## config.mk

```make
export PLATFORM = sky130hd
export DESIGN_NAME = instruction_fetch
export DESIGN_NICKNAME = d
export VERILOG_FILES = /design/src/rtl/instruction_fetch.sv
export SDC_FILE = /design/constraint.sdc
export NUM_CORES = 1
export LEC_CHECK = 0
export ABC_AREA = 1
export BUFFER_PORTS_ARGS = -buffer_cell sky130_fd_sc_hd__buf_2
export CORE_MARGIN = 4
export CORE_UTILIZATION = 50
export CTS_CLUSTER_SIZE = 24
export DETAILED_ROUTE_END_ITERATION = 6
export GPL_TIMING_DRIVEN = 0
export HOLD_SLACK_MARGIN = 0.06
export PLACE_DENSITY = 0.79
export SETUP_SLACK_MARGIN = 0.5
export SYNTH_ARGS = -nofsm -noshare
export SYNTH_HDL_FRONTEND = slang
export SYNTH_SLANG_ARGS = --single-unit
export TNS_END_PERCENT = 100
```

## constraint.sdc

```tcl
create_clock -name clk -period 2.45 [get_ports clk]
set_input_delay 0.245 -clock clk [delete_from_list [all_inputs] [get_ports clk]]
set_output_delay 0.245 -clock clk [all_outputs]
set_load 0.03 [all_outputs]
```

## src/rtl/instruction_fetch.sv

```systemverilog
// rtl/instruction_fetch.sv - program-memory fetch stage with flush, timeout and optional prefetch
// Optional one-word sequential prefetch buffer is enabled by defining FETCH_PREFETCH_EN.
module instruction_fetch #(
    parameter int TIMEOUT_CYCLES = 15
) (
    input  logic        clk,
    input  logic        rst,
    input  logic        in_fetch,
    input  logic [8:0]  in_pc,
    input  logic        in_flush,
    output logic        out_mem_req,
    output logic [8:0]  out_mem_addr,
    input  logic        in_mem_ack,
    input  logic [15:0] in_mem_rdata,
    output logic [15:0] out_ir,
    output logic        out_ir_valid,
    output logic        out_busy,
    output logic        out_fetch_err
);
    typedef enum logic [1:0] {IDLE, REQ, DONE, ERR} state_t;

    localparam logic [7:0] TIMEOUT = 8'(TIMEOUT_CYCLES);

    state_t      state_q, state_d;
    logic [8:0]  addr_q, addr_d;
    logic        mem_req_q, mem_req_d;
    logic [15:0] ir_q, ir_d;
    logic        ir_valid_q, ir_valid_d;
    logic        err_q, err_d;
    logic [7:0]  wait_q, wait_d;
    logic [7:0]  wait_inc;
    logic        timeout;

`ifdef FETCH_PREFETCH_EN
    logic [8:0]  mem_addr_q, mem_addr_d;
    logic        pf_valid_q, pf_valid_d;
    logic [8:0]  pf_tag_q, pf_tag_d;
    logic [15:0] pf_data_q, pf_data_d;
    logic        pf_pend_q, pf_pend_d;
    // drain_q: the outstanding background word must come back before the demand address goes out
    logic        drain_q, drain_d;
`endif

    assign wait_inc = wait_q + 8'd1;
    assign timeout  = (wait_inc == TIMEOUT);

    always_comb begin
        state_d    = state_q;
        addr_d     = addr_q;
        mem_req_d  = mem_req_q;
        ir_d       = ir_q;
        ir_valid_d = ir_valid_q;
        err_d      = err_q;
        wait_d     = wait_q;
`ifdef FETCH_PREFETCH_EN
        mem_addr_d = mem_addr_q;
        pf_valid_d = pf_valid_q;
        pf_tag_d   = pf_tag_q;
        pf_data_d  = pf_data_q;
        pf_pend_d  = pf_pend_q;
        drain_d    = drain_q;
`endif
        if (in_flush) begin
            state_d    = IDLE;
            mem_req_d  = 1'b0;
            ir_valid_d = 1'b0;
            wait_d     = 8'd0;
`ifdef FETCH_PREFETCH_EN
            pf_valid_d = 1'b0;
            pf_pend_d  = 1'b0;
            drain_d    = 1'b0;
`endif
        end else begin
            case (state_q)
                IDLE, DONE: begin
                    if (in_fetch) begin
                        addr_d     = in_pc;
                        ir_valid_d = 1'b0;
`ifdef FETCH_PREFETCH_EN
                        if (pf_valid_q && (in_pc == pf_tag_q)) begin
                            ir_d       = pf_data_q;
                            ir_valid_d = 1'b1;
                            state_d    = DONE;
                            pf_valid_d = 1'b0;
                            pf_pend_d  = 1'b1;
                            mem_req_d  = 1'b1;
                            mem_addr_d = in_pc + 9'd1;
                            wait_d     = 8'd0;
                        end else if (pf_pend_q) begin
                            state_d   = REQ;
                            pf_pend_d = 1'b0;
                            if (in_mem_ack) begin
                                mem_addr_d = in_pc;
                                wait_d     = 8'd0;
                            end else if (timeout) begin
                                state_d   = ERR;
                                err_d     = 1'b1;
                                mem_req_d = 1'b0;
                            end else begin
                                drain_d = 1'b1;
                                wait_d  = wait_inc;
                            end
                        end else begin
                            state_d    = REQ;
                            mem_req_d  = 1'b1;
                            mem_addr_d = in_pc;
                            wait_d     = 8'd0;
                        end
`else
                        state_d   = REQ;
                        mem_req_d = 1'b1;
                        wait_d    = 8'd0;
`endif
                    end
`ifdef FETCH_PREFETCH_EN
                    else if (pf_pend_q) begin
                        if (in_mem_ack) begin
                            pf_data_d  = in_mem_rdata;
                            pf_tag_d   = mem_addr_q;
                            pf_valid_d = 1'b1;
                            pf_pend_d  = 1'b0;
                            mem_req_d  = 1'b0;
                        end else if (timeout) begin
                            state_d    = ERR;
                            err_d      = 1'b1;
                            mem_req_d  = 1'b0;
                            ir_valid_d = 1'b0;
                            pf_pend_d  = 1'b0;
                        end else begin
                            wait_d = wait_inc;
                        end
                    end
`endif
                end
                REQ: begin
                    if (in_mem_ack) begin
`ifdef FETCH_PREFETCH_EN
                        if (drain_q) begin
                            drain_d    = 1'b0;
                            mem_addr_d = addr_q;
                            wait_d     = 8'd0;
                        end else begin
                            ir_d       = in_mem_rdata;
                            ir_valid_d = 1'b1;
                            state_d    = DONE;
                            mem_addr_d = addr_q + 9'd1;
                            pf_pend_d  = 1'b1;
                            pf_valid_d = 1'b0;
                            wait_d     = 8'd0;
                        end
`else
                        ir_d       = in_mem_rdata;
                        ir_valid_d = 1'b1;
                        state_d    = DONE;
                        mem_req_d  = 1'b0;
`endif
                    end else if (timeout) begin
                        state_d   = ERR;
                        err_d     = 1'b1;
                        mem_req_d = 1'b0;
`ifdef FETCH_PREFETCH_EN
                        drain_d   = 1'b0;
`endif
                    end else begin
                        wait_d = wait_inc;
                    end
                end
                default: begin
                    ir_valid_d = 1'b0;
                end
            endcase
        end
    end

    always_ff @(posedge clk or posedge rst) begin
        if (rst) begin
            state_q    <= IDLE;
            addr_q     <= 9'd0;
            mem_req_q  <= 1'b0;
            ir_q       <= 16'h0000;
            ir_valid_q <= 1'b0;
            err_q      <= 1'b0;
            wait_q     <= 8'd0;
`ifdef FETCH_PREFETCH_EN
            mem_addr_q <= 9'd0;
            pf_valid_q <= 1'b0;
            pf_tag_q   <= 9'd0;
            pf_data_q  <= 16'h0000;
            pf_pend_q  <= 1'b0;
            drain_q    <= 1'b0;
`endif
        end else begin
            state_q    <= state_d;
            addr_q     <= addr_d;
            mem_req_q  <= mem_req_d;
            ir_q       <= ir_d;
            ir_valid_q <= ir_valid_d;
            err_q      <= err_d;
            wait_q     <= wait_d;
`ifdef FETCH_PREFETCH_EN
            mem_addr_q <= mem_addr_d;
            pf_valid_q <= pf_valid_d;
            pf_tag_q   <= pf_tag_d;
            pf_data_q  <= pf_data_d;
            pf_pend_q  <= pf_pend_d;
            drain_q    <= drain_d;
`endif
        end
    end

`ifdef FETCH_PREFETCH_EN
    assign out_mem_addr = mem_addr_q;
`else
    assign out_mem_addr = addr_q;
`endif
    assign out_mem_req   = mem_req_q;
    assign out_ir        = ir_q;
    assign out_ir_valid  = ir_valid_q;
    assign out_busy      = (state_q == REQ);
    assign out_fetch_err = err_q;
endmodule
```

==> impl_metrics.yaml <==
outcome:
  status: "finished, final reports clean"
sta:
  rsz0062_at_grt: "false"
  relSlewSlack_pct: 49.4
  layout_setup_ws_ns: 0.646
  maxSlewViolCount: 0
  setup_tns_ns: 0
  clock_skew_ns: 0.0128
  hold_ws_ns: 0.0813
  tightest_slew_ns: 0.757
  setup_viol: 0
  finalCritPeriodShare_pct: 73.6
  hold_viol_final: 0
  layout_min_cycle_time_ns: 1.80
  clock.fmax_ghz: 0.554
worst_setup_path:
  crit_arrival_ns: 2.05
  path_class: "reg -> reg"
  cp.required_ns: 2.70
  crit_top_cell: "nand3_1"
  worst-path-max-fanout: 5
  ff2ff_path_depth: 7
  crit_chain: "ha_1 > nand3_1 > nor2_1 > xnor2_1 > nand4_1 > nand3_1 > nand2_1"
  cp-start-kind: "register"
  cp-end-kind: "register"
  r2r_slack_ns: 0.65
  crit_slowest_cell: "dfrtp_1"
  max_stage_delay_ns: 0.45
yosys:
  yosysSeqAreaShare_pct: 54.5
  syn_nets: 228
  synth_edf_count: 0
  async_reset_ff_share_pct: 100
  synth_commonest_cells: "77 x nand2_1, 38 x dfrtp_1, 19 x nand3_1, 13 x inv_1, 11 x nor2_1"
  synth_area_um2: 1740
  yosysTopAreaCellShare_pct: 54.5
  yosys.area.top_type: "dfrtp_1"
  synth.area.top_cells: "dfrtp_1 55%, nand2_1 17%, mux2_2 5.8%, nand3_1 5.5%, inv_1 2.8%"
  yosys_register_bits: 38
  synth-warning-count: 0
  synth_most_common_cell: "nand2_1"
  synth_cell_types: 22
  synthFlopType: "dfrtp_1"
  syn-instance-count: 196
  avgSynthCellArea_um2: 8.90
grt:
  grt_util_all_layers_pct: 17.9
  overflow: 0
  grt_max_degree: 39
  grt_first_pass_wirelength_um: 5960
  grt_pass1_vias: 1333
  antenna_found_initial: 0
detailed_routing:
  dr_total_vias: 1489
  wl_per_cell_um: 11.8
  routed_wl_um: 3640
  firstDrtPassIters: 5
  via_per_inst: 4.82
  drt_iter0_drc: 64
  route.detailed.drc: 0
  drtAntennaViolNets: 0
place:
  place_area_um2: 2090
  port_buffers: 58
  place_hpwl_um: 2690
  place.gp.congestion: 0.861
  pre_cts_slack_ns: 0.681
clock_network:
  clock-sinks: 38
  ctsResizeCount: 0
  htree_num_levels: 2
  clkTransAtPathRegs_ns: 0.12
  cts_tree: "built"
  clock_latency_ns: 0.35
  cts_root_buf: "clkbuf_4"
  cts.path.max_buffers: 2
  cts_made_buffers: 5
flow_run:
  cap_violations: 0
finish:
  drive_above_1_share_pct: 33.8
  final_area_um2: 2170
  area_growth_pct: 24.2
  n_fill_cell: 310
  regArea_um2: 951
  diodes: 0
  num-nets-final: 294
  final_util_pct: 64.4
  multi_input_comb_area_um2: 727
floorplanning:
  die_x_um: 67.1
  io_pins: 59
  initial_core_util_pct: 51.9
  core-area_um2: 3360
  rows: 21
  die_h_um: 67.1
  dieArea_um2: 4500
min_path:
  holdPathStages: 3
  hold_class: "in -> reg"
pwr:
  p_per_area_nw_per_um2: 746
  leakagePower_nw: 1.18
  ir_drop_mv: 0.500
area by class of cell:
class	instances	share of cell area [%]
tap	46	2.66
sequential	38	43.9
inverter	15	2.60
buffer	2	0.462
timing repair buffer	59	13.9
multi-input combinational	141	33.6
clock inverter	2	0.578
clock buffer	6	2.37
worst paths after layout:
path | startpoint | to
max | wait_q[1] | wait_q[6]
min | in_mem_rdata[4] | out_ir[4]
max reg2reg | wait_q[1] | wait_q[6]
min reg2reg | out_ir[8] | out_ir[8]
max in group asynchronous | rst | out_ir_valid
min in group asynchronous | rst | wait_q[1]
cell usage in the layout, fill, tap and decap left out, types with 2 or more instances in the layout:
| master | synthesis | routed |
|---|---|---|
| nand2_1 | 77 | 77 |
| buf_2 | 2 | 60 |
| dfrtp_1 | 38 | 38 |
| nand3_1 | 19 | 19 |
| inv_1 | 13 | 12 |
| nor2_1 | 11 | 11 |
| mux2_2 | 9 | 9 |
| nand4_1 | 5 | 5 |
| clkbuf_4 | 0 | 5 |
| nor2_4 | 3 | 3 |
| inv_2 | 2 | 3 |
| nor2_2 | 2 | 2 |
| nand2_2 | 2 | 2 |
| a211oi_1 | 2 | 2 |
| a21oi_1 | 2 | 2 |
| ha_1 | 2 | 2 |
report_power, final:
group	internal, mW	switching, mW	leakage [nW]
clock network	0.138	0.211	0.0343
registers	0.728	0.0545	0.484
logic	0.146	0.338	0.657
sequential cells by signal, indices dropped and copies added (netlist names):
| register | flops |
|---|---|
| out_ir | 16 |
| out_mem_addr | 9 |
| wait_q | 8 |
| state_q | 2 |
| out_fetch_err | 1 |
| out_ir_valid | 1 |
| out_mem_req | 1 |
worst max-delay path, delay by kind of cell, from the launching register on:
kind / cells / cell delay, ns
and+or+nand+nor: 5 / 0.69
xor gates and xnor gates: 1 / 0.33
DFF: 1 / 0.45
adders and majority gates: 1 / 0.23
layer usage:
layer  up-vias  track usage (%)  wire [um]  part of all wire [%]
met3         5             6.75        297                   8.2
li1        762                -          -                     -
met2        45             27.6       1680                    46
met4         0             6.08         50                   1.4
met1       677             22.8       1620                    44
met5         -                0          0                     0
logic make-up (layout without fill, tap and decap cells):
group / count (synthesis) / after routing / share of synthesized area, %
DFF: 38 / 38 / 54.5
and+or+nand+nor: 122 / 122 / 31.5
adders and majority gates: 2 / 2 / 1.43
xor gates and xnor gates: 1 / 1 / 0.502
AOI/OAI and AO/OA: 7 / 7 / 2.44
buffers and inverters: 17 / 84 / 3.80
muxes: 9 / 9 / 5.81
stage by stage:
| stage | total power [mW] | std cells |
|---|---|---|
| floorplan | 1.12 | 196 |
| global placement | 1.27 | 300 |
| detailed placement | 1.28 | 300 |
| CTS | 1.62 | 309 |
| global route | 1.70 | 309 |
| finish | 1.61 | 309 |
what timing repair did:
action / in CTS / in global routing
endpoints found under the hold margin: 36 / 0
hold buffers: 1 / 0
buffers inserted: 0 / 0
No activity file was read; power rests on OpenSTA's default activity.
